### src/rtl/isa_pkg.sv
// Shared ISA definitions for the 16-bit core: opcodes, the bubble instruction,
// the fetch FSM state type and the IF/ID update select.
package isa_pkg;

  typedef logic [15:0] word_t;

  localparam logic [4:0] HALT_OP  = 5'b00000;
  localparam logic [4:0] NOP_OP   = 5'b00001;
  localparam word_t      NOP_INST = {NOP_OP, 11'b0};

  typedef enum logic [2:0] {
    S_FETCH,
    S_WAIT,
    S_HOLD,
    S_DRAIN,
    S_HALTED
  } fetch_state_t;

  typedef enum logic [1:0] {
    IFID_BUBBLE,
    IFID_HOLD,
    IFID_LOAD
  } ifid_sel_t;

endpackage

### src/rtl/if_id_reg.sv
// IF/ID pipeline register {inst, pc_nx, valid}. It can load a new instruction,
// hold its contents, or collapse to a bubble.
module if_id_reg
  import isa_pkg::*;
#(
  parameter word_t BUBBLE_INST = 16'h0800
) (
  input  logic      clk_i,
  input  logic      rst_ni,
  input  ifid_sel_t sel_i,
  input  word_t     inst_i,
  input  word_t     pc_nx_i,
  output word_t     inst_o,
  output word_t     pc_nx_o,
  output logic      valid_o
);

  word_t inst_q, inst_d;
  word_t pc_nx_q, pc_nx_d;
  logic  valid_q, valid_d;

  always_comb begin
    inst_d  = BUBBLE_INST;
    pc_nx_d = '0;
    valid_d = 1'b0;
    case (sel_i)
      IFID_HOLD: begin
        inst_d  = inst_q;
        pc_nx_d = pc_nx_q;
        valid_d = valid_q;
      end
      IFID_LOAD: begin
        inst_d  = inst_i;
        pc_nx_d = pc_nx_i;
        valid_d = 1'b1;
      end
      default: ;
    endcase
  end

  always_ff @(posedge clk_i or negedge rst_ni) begin
    if (!rst_ni) begin
      inst_q  <= BUBBLE_INST;
      pc_nx_q <= '0;
      valid_q <= 1'b0;
    end else begin
      inst_q  <= inst_d;
      pc_nx_q <= pc_nx_d;
      valid_q <= valid_d;
    end
  end

  assign inst_o  = inst_q;
  assign pc_nx_o = pc_nx_q;
  assign valid_o = valid_q;

endmodule

### src/rtl/fetch_stage.sv
// Instruction-fetch controller: single-outstanding request FSM toward the
// instruction memory, one-entry skid buffer for decode stalls, and IF/ID register.
module fetch_stage
  import isa_pkg::*;
#(
  parameter word_t      NOP_INST = isa_pkg::NOP_INST,
  parameter logic [4:0] HALT_OP  = isa_pkg::HALT_OP
) (
  input  logic  clk,
  input  logic  rst,
  input  word_t pc_addr,
  input  word_t pc_nx,
  input  logic  stall,
  input  logic  flush,
  output logic  imem_req,
  output word_t imem_addr,
  input  word_t imem_rdata,
  input  logic  imem_valid,
  output logic  pc_en,
  output word_t if_id_inst,
  output word_t if_id_pc_nx,
  output logic  if_id_valid,
  output logic  halted
);

  fetch_state_t state_q, state_d;
  word_t        skid_q, skid_d;
  word_t        pc_nx_q, pc_nx_d;
  word_t        acc_inst;
  logic         accept;
  logic         req;
  ifid_sel_t    sel;

  always_comb begin
    state_d  = state_q;
    skid_d   = skid_q;
    pc_nx_d  = pc_nx_q;
    acc_inst = skid_q;
    accept   = 1'b0;
    req      = 1'b0;
    case (state_q)
      S_FETCH: begin
        req = ~flush;
        if (!flush) begin
          state_d = S_WAIT;
          pc_nx_d = pc_nx;
        end
      end
      S_WAIT: begin
        // A redirect wins over returning data; without data the reply is still owed.
        if (flush) begin
          state_d = imem_valid ? S_FETCH : S_DRAIN;
        end else if (imem_valid) begin
          if (stall) begin
            state_d = S_HOLD;
            skid_d  = imem_rdata;
          end else begin
            accept   = 1'b1;
            acc_inst = imem_rdata;
          end
        end
      end
      S_HOLD: begin
        if (flush) begin
          state_d = S_FETCH;
          skid_d  = NOP_INST;
        end else if (!stall) begin
          accept = 1'b1;
        end
      end
      S_DRAIN: begin
        if (imem_valid) state_d = S_FETCH;
      end
      S_HALTED: begin
        if (flush) state_d = S_FETCH;
      end
      default: state_d = S_FETCH;
    endcase
    if (accept) state_d = (acc_inst[15:11] == HALT_OP) ? S_HALTED : S_FETCH;
  end

  always_comb begin
    sel = IFID_BUBBLE;
    if (flush)       sel = IFID_BUBBLE;
    else if (stall)  sel = IFID_HOLD;
    else if (accept) sel = IFID_LOAD;
  end

  always_ff @(posedge clk or negedge rst) begin
    if (!rst) begin
      state_q <= S_FETCH;
      skid_q  <= NOP_INST;
      pc_nx_q <= '0;
    end else begin
      state_q <= state_d;
      skid_q  <= skid_d;
      pc_nx_q <= pc_nx_d;
    end
  end

  // Strobes are gated by rst so they read 0 while reset is held.
  assign imem_req  = req & rst;
  assign imem_addr = imem_req ? pc_addr : '0;
  assign pc_en     = (accept | flush) & rst;
  assign halted    = (state_q == S_HALTED);

  if_id_reg #(
    .BUBBLE_INST(NOP_INST)
  ) u_if_id (
    .clk_i   (clk),
    .rst_ni  (rst),
    .sel_i   (sel),
    .inst_i  (acc_inst),
    .pc_nx_i (pc_nx_q),
    .inst_o  (if_id_inst),
    .pc_nx_o (if_id_pc_nx),
    .valid_o (if_id_valid)
  );

endmodule

### config.mk
export PLATFORM = sky130hd
export DESIGN_NAME = fetch_stage
export DESIGN_NICKNAME = d
export VERILOG_FILES = /design/src/rtl/isa_pkg.sv /design/src/rtl/if_id_reg.sv /design/src/rtl/fetch_stage.sv
export SDC_FILE = /design/constraint.sdc
export NUM_CORES = 1
export LEC_CHECK = 0
export CAP_MARGIN = 20
export CORE_ASPECT_RATIO = 1.2
export CORE_UTILIZATION = 23
export DETAILED_ROUTE_END_ITERATION = 8
export SYNTH_ARGS = -nofsm -noshare
export SYNTH_HDL_FRONTEND = slang
export SYNTH_HIERARCHICAL = 1
export SYNTH_SLANG_ARGS = --single-unit
### constraint.sdc
create_clock -name clk -period 3.4 [get_ports clk]
set_input_delay 0.68 -clock clk [delete_from_list [all_inputs] [get_ports clk]]
set_output_delay 0.68 -clock clk [all_outputs]
set_load 0.05 [all_outputs]
; ---- Word level (Yosys, flattened, before mapping)
; Index checks and enable logic that the tools add are counted.
[classes]
bitwise = 4
n_reduce_logical = 7
order_cmp = 0
n_mux = 32
n_shift = 0
n_eq_ne = 15
multipliers = 0
n_addsub = 0
div = 0
[op_table]
columns = cell, n
row1 = 16-bit 2-to-1 mux, 9
row2 = 16-bit one-hot mux with 2 select lines, 3
row3 = 3-bit 2-to-1 mux, 8
row4 = 3-bit one-hot mux with 4 select lines, 1
row5 = 5-bit AND reduction, 2
row6 = 2-bit 2-to-1 mux, 4
row7 = 2-bit != test (second input constant), 4
row8 = 4-bit != test (second input constant), 2
row9 = 3-bit by 2-bit equality test with 1-bit output (second input constant), 2
row10 = 3-bit != test (second input constant), 2
row11 = 5-bit zero test, 1
row12 = 1-bit 2-to-1 mux, 5
row13 = 1-bit one-hot mux with 2 select lines, 2
row14 = 3-bit by 1-bit equality test with 1-bit output (second input constant), 1
row15 = 3-bit equality test (second input constant), 1
row16 = 3-bit zero test, 1
row17 = 3-bit by 1-bit != test with 1-bit output (second input constant), 1
row18 = 1-bit AND, 2
row19 = 2-bit by 1-bit equality test with 1-bit output (second input constant), 1
row20 = 2-bit equality test (second input constant), 1
row21 = 2-bit AND reduction, 1
row22 = 2-bit nonzero test, 1
row23 = 2-bit OR reduction, 1
row24 = 1-bit NOT, 1
row25 = 1-bit OR, 1
[totals]
word_cells = 64
n_memories = 0
mem_bits_rw = 0
in_bits = 53
latch_bits = 0
out_inout_bits = 52
rom_bits = 0
register_bits = 68

; ---- Longest topological paths before layout
[logic_depth]
word_depth = 9
depth_mapped = 8
ltp_nobuf = 6

; ---- Cells and area by module
; Netlist, hierarchy kept.
[by_module_without_submodules]
columns = module, n_inst, cells_per_inst, seq_area_each_um2, area_each_um2
row1 = fetch_stage, 1, 141, 877.1, 1776.7
row2 = if_id_reg, 1, 78, 827.0, 1226.2

; ---- Worst setup path before layout
; OpenSTA, ideal clock, no wires.
[synth_timing]
path_type = input-to-output
start = input flush
end = output imem_addr[10]
required_time_ps = 2720
setup_slack_ps = 795
cell_stages = 4
t_arrival_ps = 1925
path_buffers = 2
path_cell_list = buf_4 nor4_4 clkbuf_1 and3_1
[synth_between]
elab_chain_cells = 4
[synth_rtl]
columns = element, line_no
row1 = from (decl), fetch_stage.sv:14  ; input logic flush,
row2 = 1-bit NOT (no source line), -
row3 = 1-bit 2-to-1 mux, fetch_stage.sv:41  ; case (state_q)
row4 = 1-bit AND, fetch_stage.sv:102  ; assign imem_req = req & rst;
row5 = 16-bit 2-to-1 mux, fetch_stage.sv:103  ; assign imem_addr = imem_req ? pc_addr : '0;
row6 = to (decl), fetch_stage.sv:16  ; output word_t imem_addr,
; No other way between the ends.

; ---- Worst setup path after layout
[layout_timing]
start = input flush
end = output imem_addr[1]
; The elaborated chain is that of the path after synthesis.

==> impl_metrics.env <==
export IMPL_outcome="finished clean"
export IMPL_die_area_sq_um=13500
export IMPL_grt_max_degree=56
export IMPL_synth_distinct_cells=36
export IMPL_synth_seq_cells=68
export IMPL_io_pins=105
export IMPL_vias=2268
export IMPL_ctsHoldBuffers=0
export IMPL_leakagePower_nw=2.10
export IMPL_vdd_ir_drop_max_v=0.000270
export IMPL_crit_fanout=18
export IMPL_fin_nets=376
export IMPL_cap_viol_max_count=0
export IMPL_antenna_cells=0
export IMPL_critPathKind="primary input to output pin"
export IMPL_cts_inserted_buffers=9
export IMPL_nFillCells=1226
export IMPL_wl_per_cell_microns=15.8
export IMPL_slew_headroom_pct=52.5
export IMPL_grt_usage_pct=12.4
export IMPL_grt_pass1_vias=2501
export IMPL_synth_seq_area_share_pct=56.8
export IMPL_overflow=0
export IMPL_synth_area_leaders="dfrtp_1, a22o_1, mux2_2"
export IMPL_synth_area_sq_um=3000
export IMPL_drtAntennaViolNets=0
export IMPL_h_tree_depth=3
export IMPL_fin_crit_sh_pct=85.3
export IMPL_cp_startpoint="flush"
export IMPL_routed_wl_mm=7.79
export IMPL_fin_tns_setup_ps=0
export IMPL_port_buffers=104
export IMPL_synth_top_area_share_pct=55.0
export IMPL_yosys_warnings=6
export IMPL_area_growth_pct=55.0
export IMPL_synth_top_cell_by_area="dfrtp_1"
export IMPL_core_area_sq_um=12700
export IMPL_synth_edff_count=0
export IMPL_skew_ps=4.19
export IMPL_drive_above_1_share_pct=24.4
export IMPL_firstDrtPassIters=4
export IMPL_synth_cells=219
export IMPL_crit_required_ps=2720
export IMPL_dieHeight_microns=127
export IMPL_post_cts_resized=0
export IMPL_max_freq_mhz=345
export IMPL_drc=0
export IMPL_clockBufferDepth=2
export IMPL_gp_congestion=0.710
export IMPL_syn_avg_cell_area_sq_um=13.7
export IMPL_dp_hpwl_mm=5.31
export IMPL_setup_viol=0
export IMPL_rows=45
export IMPL_yosysMostFrequentCell="dfrtp_1"
export IMPL_finalHoldViolations=0
export IMPL_synth_commonest_cells="dfrtp_1, a22o_1, mux2_2, and3_1, buf_6"
export IMPL_dr_first_iter_drc_count=50
export IMPL_hold_class="primary input to asynchronous set/reset pin"
export IMPL_power_density_nw_per_um2=649
export IMPL_reg2reg_from="state_q[1]"
export IMPL_dieWidth_microns=106
export IMPL_postCtsSetupBuffers=0
export IMPL_initial_core_util_pct=23.7
export IMPL_rsz0062_at_grt="false"
export IMPL_syn_nets=272
export IMPL_worstSkewPairLatency_ps=320
export IMPL_period_needed_ps=2900
export IMPL_clkTransAtPathRegs_ps=50
export IMPL_synth_flop_cell="dfrtp_1"
export IMPL_cts_tree="yes"
export IMPL_cp_start_kind="primary input"
export IMPL_antenna_found_initial=0
export IMPL_cp_arrival_ps=2220
export IMPL_clock_sinks=68
export IMPL_root_buffer="clkbuf_16"
export IMPL_async_reset_ff_share_pct=100
export IMPL_grt_pass1_wl_mm=12.9
export IMPL_drt_vias_per_instance=4.61
export IMPL_worst_slew_pin_slew_ps=713
export IMPL_final_max_slew_viol_count=0
export IMPL_end_kind="output pin"
export IMPL_final_util_pct=36.8
-- logic make-up after synthesis --
| logic type | synth area share [%] |
|---|---|
| compound gates | 16.3 |
| buf+inv | 5.79 |
| simple gates | 9.00 |
| flops | 56.7 |
| mux | 12.1 |
-- cells in the final DEF, fill, tap and decap left out, drive strengths merged --
cell type      count
nor2b              1
and2b              3
o21ai              2
clkdlybuf4s50     85
inv                5
and2               2
nand2              3
nor3b              1
nor4               2
dfstp              2
or2                1
o31ai              1
buf               26
mux2              32
a21o               1
or3                1
a22o              46
clkinv             1
a21oi              2
dfrtp             66
or2b               1
a32o               1
o21a               1
clkinvlp           1
nor3               2
clkbuf            12
and3              16
o21bai             1
nor2               3
bufinv             2
a22oi              3
and4bb             1
and3b              1
-- power by group --
group / total, W / leakage [nW] / switching (W) / internal [W]
clock: 0.00100 / 0.153 / 0.000338 / 0.000661
sequential: 0.00117 / 0.889 / 0.000133 / 0.00103
combinational: 0.000854 / 1.06 / 0.000400 / 0.000454
total: 0.00302 / 2.10 / 0.000871 / 0.00215
-- metal layers --
layer	vias to the layer above	share of wire [%]	global-route usage, %
met2	88	47	20.4
li1	1034	-	-
met5	-	0	0
met3	13	7.7	4.54
met4	0	1.0	4.00
met1	1133	44	15.0
-- path summary, 6_finish.rpt --
path	endpoint	slack, ps	cells past startpoint
max in group asynchronous	u_if_id/pc_nx_o[13]	2160	2
min in group clk	u_if_id/valid_o	480	1
setup reg to reg	u_if_id/pc_nx_o[15]	1420	7
hold reg to reg	u_if_id/valid_o	480	1
hold / removal	skid_q[12]	390	1
setup / recovery	imem_addr[1]	500	5
-- worst max-delay path, stage by stage --
cell	delay (ps)
clkdlybuf4s50_1	570
nor4_4	330
buf_4	250
and3_1	240
buf_12	150
-- cell type report --
type	count	area [sq um]	share of cell area, %
Inverter	5	18.8	0.403
Tap cell	164	205	4.41
Multi-Input combinational cell	128	1120	24.2
Clock inverter	4	72.6	1.56
Clock buffer	12	246	5.29
Timing Repair Buffer	111	1280	27.6
Sequential cell	68	1700	36.6
-- state kept, by name, summed over array words and instances, names as in the netlist --
name / cells
u_if_id/valid_o: 1
u_if_id/pc_nx_o: 16
skid_q: 16
state_q: 3
pc_nx_q: 16
u_if_id/inst_o: 16
-- through the flow --
stage | instances | setup WS, ps | area, sq um | total power, W | hold slack, ps
2_1_floorplan | 219 | 795 | 3000 | 0.00174 | 384
3_3_place_gp | 476 | 559 | 4340 | 0.00202 | 463
3_5_place_dp | 476 | 490 | 4340 | 0.00204 | 469
4_1_cts | 492 | 491 | 4660 | 0.00306 | 392
5_1_grt | 492 | 426 | 4660 | 0.00318 | 431
6_report | 492 | 498 | 4660 | 0.00302 | 390
Power figures use the tool's default switching activity.
